### src/rtl/gpio_pkg.sv
// Shared constants and types for the Nexys Video GPIO path.
// Both gpio_input_debounce and the nexys_video_gpio register file use this package.
//   N_SW / N_BTN   : slide-switch and push-button counts on the board
//   DEBOUNCE_10MS  : stable-cycle count equal to 10 ms at 100 MHz
package gpio_pkg;

  localparam int unsigned N_SW          = 8;
  localparam int unsigned N_BTN         = 5;
  localparam int unsigned DEBOUNCE_10MS = 1_000_000;

  typedef logic [N_SW-1:0] gpio_sw_t;

endpackage

### src/rtl/debounce_channel.sv
// Conditions one asynchronous pad input.
// The input passes through a synchroniser, then a consecutive-stable-cycle debouncer.
// Debounced edges are reported as single-cycle pulses.
//   clk   : system clock
//   rst   : asynchronous active-high reset
//   raw   : asynchronous pad input
//   level : debounced level
//   rise  : 1-cycle pulse, coincident with level going 0->1
//   fall  : 1-cycle pulse, coincident with level going 1->0
module debounce_channel
  import gpio_pkg::*;
#(
  parameter int unsigned SYNC_STAGES     = 2,
  parameter int unsigned DEBOUNCE_CYCLES = DEBOUNCE_10MS
) (
  input  logic clk,
  input  logic rst,
  input  logic raw,
  output logic level,
  output logic rise,
  output logic fall
);

  localparam int unsigned CNT_W = $clog2(DEBOUNCE_CYCLES + 1);
  localparam logic [CNT_W-1:0] CNT_MAX = CNT_W'(DEBOUNCE_CYCLES - 1);

  logic [SYNC_STAGES-1:0] sync_q;
  logic                   s;
  logic [CNT_W-1:0]       cnt_q, cnt_d;
  logic                   level_q, level_d;
  logic                   rise_q, fall_q;

  // Plain shift chain; no logic between stages.
  always_ff @(posedge clk or posedge rst) begin
    if (rst) begin
      sync_q <= '0;
    end else begin
      sync_q <= {sync_q[SYNC_STAGES-2:0], raw};
    end
  end

  assign s = sync_q[SYNC_STAGES-1];

  // Counter tracks consecutive cycles of disagreement with the accepted level.
  // It restarts whenever the input returns to that level.
  always_comb begin
    cnt_d   = cnt_q;
    level_d = level_q;
    if (s == level_q) begin
      cnt_d = '0;
    end else if (cnt_q == CNT_MAX) begin
      level_d = s;
      cnt_d   = '0;
    end else begin
      cnt_d = cnt_q + 1'b1;
    end
  end

  always_ff @(posedge clk or posedge rst) begin
    if (rst) begin
      cnt_q   <= '0;
      level_q <= 1'b0;
      rise_q  <= 1'b0;
      fall_q  <= 1'b0;
    end else begin
      cnt_q   <= cnt_d;
      level_q <= level_d;
      rise_q  <= level_d & ~level_q;
      fall_q  <= ~level_d & level_q;
    end
  end

  assign level = level_q;
  assign rise  = rise_q;
  assign fall  = fall_q;

endmodule

### src/rtl/gpio_input_debounce.sv
// Conditions the board switches/buttons for the GPIO register file.
// Each channel is debounced independently. The block adds sticky edge flags and one level interrupt.
//   clk         : system clock (100 MHz)
//   rst         : asynchronous active-high reset
//   i_raw       : asynchronous pad inputs
//   o_level     : debounced levels
//   o_rise      : 1-cycle pulses on debounced 0->1
//   o_fall      : 1-cycle pulses on debounced 1->0
//   o_event     : sticky edge flags
//   i_event_clr : per-flag W1C strobe
//   i_irq_en    : per-channel interrupt enable
//   o_irq       : registered OR of enabled flags
module gpio_input_debounce
  import gpio_pkg::*;
#(
  parameter int unsigned N_CH            = N_SW,
  parameter int unsigned SYNC_STAGES     = 2,
  parameter int unsigned DEBOUNCE_CYCLES = DEBOUNCE_10MS
) (
  input  logic            clk,
  input  logic            rst,
  input  logic [N_CH-1:0] i_raw,
  output logic [N_CH-1:0] o_level,
  output logic [N_CH-1:0] o_rise,
  output logic [N_CH-1:0] o_fall,
  output logic [N_CH-1:0] o_event,
  input  logic [N_CH-1:0] i_event_clr,
  input  logic [N_CH-1:0] i_irq_en,
  output logic            o_irq
);

  logic [N_CH-1:0] event_q, event_d;
  logic            irq_q;

  for (genvar g = 0; g < N_CH; g++) begin : g_ch
    debounce_channel #(
      .SYNC_STAGES     (SYNC_STAGES),
      .DEBOUNCE_CYCLES (DEBOUNCE_CYCLES)
    ) u_ch (
      .clk   (clk),
      .rst   (rst),
      .raw   (i_raw[g]),
      .level (o_level[g]),
      .rise  (o_rise[g]),
      .fall  (o_fall[g])
    );
  end

  // The set term is ORed in after the clear, so a new edge wins over a simultaneous W1C.
  always_comb begin
    event_d = (event_q & ~i_event_clr) | o_rise | o_fall;
  end

  always_ff @(posedge clk or posedge rst) begin
    if (rst) begin
      event_q <= '0;
      irq_q   <= 1'b0;
    end else begin
      event_q <= event_d;
      irq_q   <= |(event_q & i_irq_en);
    end
  end

  assign o_event = event_q;
  assign o_irq   = irq_q;

endmodule

### config.mk
export PLATFORM = sky130hd
export DESIGN_NAME = gpio_input_debounce
export DESIGN_NICKNAME = d
export VERILOG_FILES = /design/src/rtl/gpio_pkg.sv /design/src/rtl/debounce_channel.sv /design/src/rtl/gpio_input_debounce.sv
export SDC_FILE = /design/constraint.sdc
export NUM_CORES = 1
export LEC_CHECK = 0
export ABC_AREA = 1
export CORE_ASPECT_RATIO = 1.75
export CORE_MARGIN = 3
export CORE_UTILIZATION = 35
export DETAILED_ROUTE_END_ITERATION = 6
export GPL_TIMING_DRIVEN = 0
export PLACE_DENSITY_LB_ADDON = 0.12
export SYNTH_ARGS = -nofsm -noshare
export SYNTH_HDL_FRONTEND = slang
export SYNTH_SLANG_ARGS = --single-unit
export TNS_END_PERCENT = 20
### constraint.sdc
create_clock -name clk -period 7.65 [get_ports clk]
set_clock_uncertainty 0.15 [all_clocks]
set_input_delay 1.9125 -clock clk [delete_from_list [all_inputs] [get_ports clk]]
set_output_delay 1.9125 -clock clk [all_outputs]
set_load 0.02 [all_outputs]
==> impl_metrics.toml <==
[hold_path]
hold_class = "reg -> reg"

[routing]
drc = 0
first_pass_iters = 4
drt_iter0_markers = 317
vias = 8791
detail-route-antenna-nets = 0
viasPerCell = 4.684
wire_per_inst_um = 13.59
wirelength_mm = 25.50

[synthesis]
synth_top_family_by_area = "simple AND/OR/NAND/NOR gates"
syn_nets = 1419
syn_inst = 1385
synth_compound_area_share_pct = 2.924
synthXorXnorAreaFrac_pct = 7.099
yosysWarnings = 0
synth-seq-cells = 209
synth_simple_gate_area_share_pct = 34.02
synth_adder_area_share_pct = 0.9101
syn_area_sq_mm = 0.01100
yosysSeqAreaShare_pct = 47.55
ys_types = 34
muxShareOfSynthArea_pct = 0
syn_area_per_cell_sq_um = 7.941

[critical_path]
arrival_ns = 1.71
crit_path_end_kind = "output pin"
critPathMaxFanout = 4
crit_path_top_delay_cell = "clkdlybuf4s50_1"
cp-start-kind = "flip-flop"
crit_chain = "buf_4 -> clkdlybuf4s50_1"
crit_type = "reg -> out"
slowest_delay_ns = 0.59
cp.required_ns = 5.59

[clock_tree]
cts_resized = 0
cts_hold_buf = 0
clock_sinks = 209
postCtsSetupBuffers = 0
root_buffer = "clkbuf_16"
tritoncts = "built"
clk_pin_slew_ns = 0.06
cts_max_level = 1
numCtsBuffers = 22
worstSkewPairLatency_ns = 0.51
clock_path_buffers = 3

[timing]
fin_crit_ns = 3.774
worstMarginPinSlew_ns = 0.6381
setup_violations = 0
max_slew_margin_pct = 57.37
rsz0062_at_grt = "no"
hold_viol_final = 0
period_share_pct = 49.34
max_freq_ghz = 0.2650
tns_ns = 0
slew_violations = 0

[global_route]
grt-ovfl-total = 0
grt_pass1_wl_mm = 43.69
grt_max_degree = 41
grtUsageTotal_pct = 15.56
grt_pass1_vias = 9013
antenna_found_initial = 0

[cells_and_area]
drive_gt1_share_pct = 9.556
design_area_sq_mm = 0.01287
fin_nets = 1507
num_antenna_cells = 0
area_delta_synth_final_pct = 17.02
fillerInstances = 3219
instances_no_fill = 1877

[flow_run]
drv_cap = 0

[placement]
placed_cells = 1840
gp_congestion = 0.8850
post-dp-hpwl_mm = 19.51
port_buffers = 58
place_area_sq_mm = 0.01219

[pwr]
pwr_density_cell_mw_per_mm2 = 174.2
p_leak_nw = 5.556
peakVddDrop_v = 0.0001203

[die]
die_x_um = 140
start_util_pct = 35.66
die_h_um = 240.5
num_rows = 85
core-area_sq_mm = 0.03084
die-area_sq_mm = 0.03367
io_pins = 59

[run_status]
status = "finished clean"
worst paths after layout:
path / start / to / slack [ns] / cells after the start
worst max-delay path: g_ch[3].u_ch.level / o_level[3] / 3.88 / 2
worst min-delay path: g_ch[6].u_ch.sync_q[0] / g_ch[6].u_ch.sync_q[1] / 0.20 / 0
worst max register to register: g_ch[6].u_ch.cnt_q[0] / g_ch[6].u_ch.fall / 5.81 / 5
worst min register to register: g_ch[6].u_ch.sync_q[0] / g_ch[6].u_ch.sync_q[1] / 0.20 / 0
max in group asynchronous: rst / g_ch[3].u_ch.cnt_q[18] / 4.64 / 5
min in group asynchronous: rst / g_ch[2].u_ch.level / 1.68 / 2
critical path: cells and delay by family, from the launching register on:
family | cells | cell delay [ns]
buf+inv | 2 | 0.74
flops | 1 | 0.46
synth_stat cells:
| cell | number | area (sq um) |
|---|---|---|
| inv_2 | 8 | 30.03 |
| nor4_1 | 3 | 18.77 |
| xor2_1 | 59 | 516.8 |
| nor3b_1 | 4 | 30.03 |
| nand3_1 | 133 | 665.6 |
| a221oi_1 | 2 | 17.52 |
| nor3_1 | 32 | 160.2 |
| nand4_1 | 22 | 137.6 |
| ha_1 | 8 | 100.1 |
| o21a_1 | 1 | 7.510 |
| xor2_2 | 5 | 81.33 |
| nand3_2 | 9 | 90.09 |
| dfrtp_1 | 209 | 5230 |
| buf_2 | 2 | 10.01 |
| a21oi_4 | 1 | 16.27 |
| nor3b_2 | 1 | 12.51 |
| a21oi_1 | 24 | 120.1 |
| buf_4 | 24 | 180.2 |
| nand2_4 | 3 | 33.78 |
| xnor2_2 | 1 | 16.27 |
| nor2_4 | 13 | 146.4 |
| o21ai_0 | 21 | 105.1 |
| xnor2_1 | 19 | 166.4 |
| nor2_1 | 330 | 1239 |
| nand2_2 | 13 | 81.33 |
| inv_1 | 155 | 581.8 |
| and2_1 | 2 | 12.51 |
| buf_6 | 2 | 22.52 |
| o21ai_1 | 5 | 25.02 |
| o21bai_1 | 4 | 30.03 |
| nor2_2 | 24 | 150.1 |
| nand2_1 | 235 | 882.1 |
| or2_2 | 1 | 6.260 |
| nand3b_1 | 10 | 75.07 |
cells in the final DEF, fill, tap and decap left out, types with 13 or more instances in the layout:
cell	instances
clkbuf_16	23
nand2_2	13
buf_4	24
o21ai_0	21
nand4_1	22
inv_1	154
nand3_1	133
nand2_1	235
clkdlybuf4s50_1	58
nor2_2	24
nor2_1	330
dfrtp_1	209
xor2_1	59
a21oi_1	24
xnor2_1	19
nor2_4	13
nor3_1	32
routing by layer:
| layer | routed length (um) | track usage, % |
|---|---|---|
| met2 | 13980 | 30.31 |
| met4 | 674 | 5.760 |
| met3 | 749 | 1.811 |
| met5 | 0 | 0 |
| met1 | 10100 | 17.14 |
sequential cells by signal, summed over array words and instances (netlist names):
name              flops
g_ch.u_ch.sync_q     16
g_ch.u_ch.fall        8
o_irq                 1
g_ch.u_ch.cnt_q     160
o_event               8
g_ch.u_ch.rise        8
g_ch.u_ch.level       8
cells by family after synthesis:
family | count (synthesis)
compound gates | 58
xor+xnor | 84
fa+ha+maj | 8
simple gates | 835
flops | 209
buf+inv | 191
final cells by class:
cell class              count  area (sq um)  area share (%)
inverters                 163         615.6           4.783
plain buffers              28         212.7           1.653
multi-input cells         985          4943           38.41
well taps                 391         489.2           3.801
repair buffers             64         700.7           5.444
clock buffers              37         678.2           5.269
flip-flops and latches    209          5230           40.64
stage by stage:
step                      setup slack, ns  utilization [%]  hold slack [ns]  power, mW
after floorplan                     2.873                -           0.1812      1.200
after global placement              1.013            39.14           0.1835      1.233
after detailed placement            4.026            39.53           0.1871      1.242
after CTS                           3.826            41.73           0.2011      2.291
after global routing                3.812            41.73           0.2066      2.348
final                               3.876            41.73           0.1975      2.242
report_power, final:
group          switching [mW]  internal (mW)
Sequential             0.0121           1.12
Clock                   0.426          0.598
Combinational          0.0533         0.0322
(Power assumes the default switching activity.)
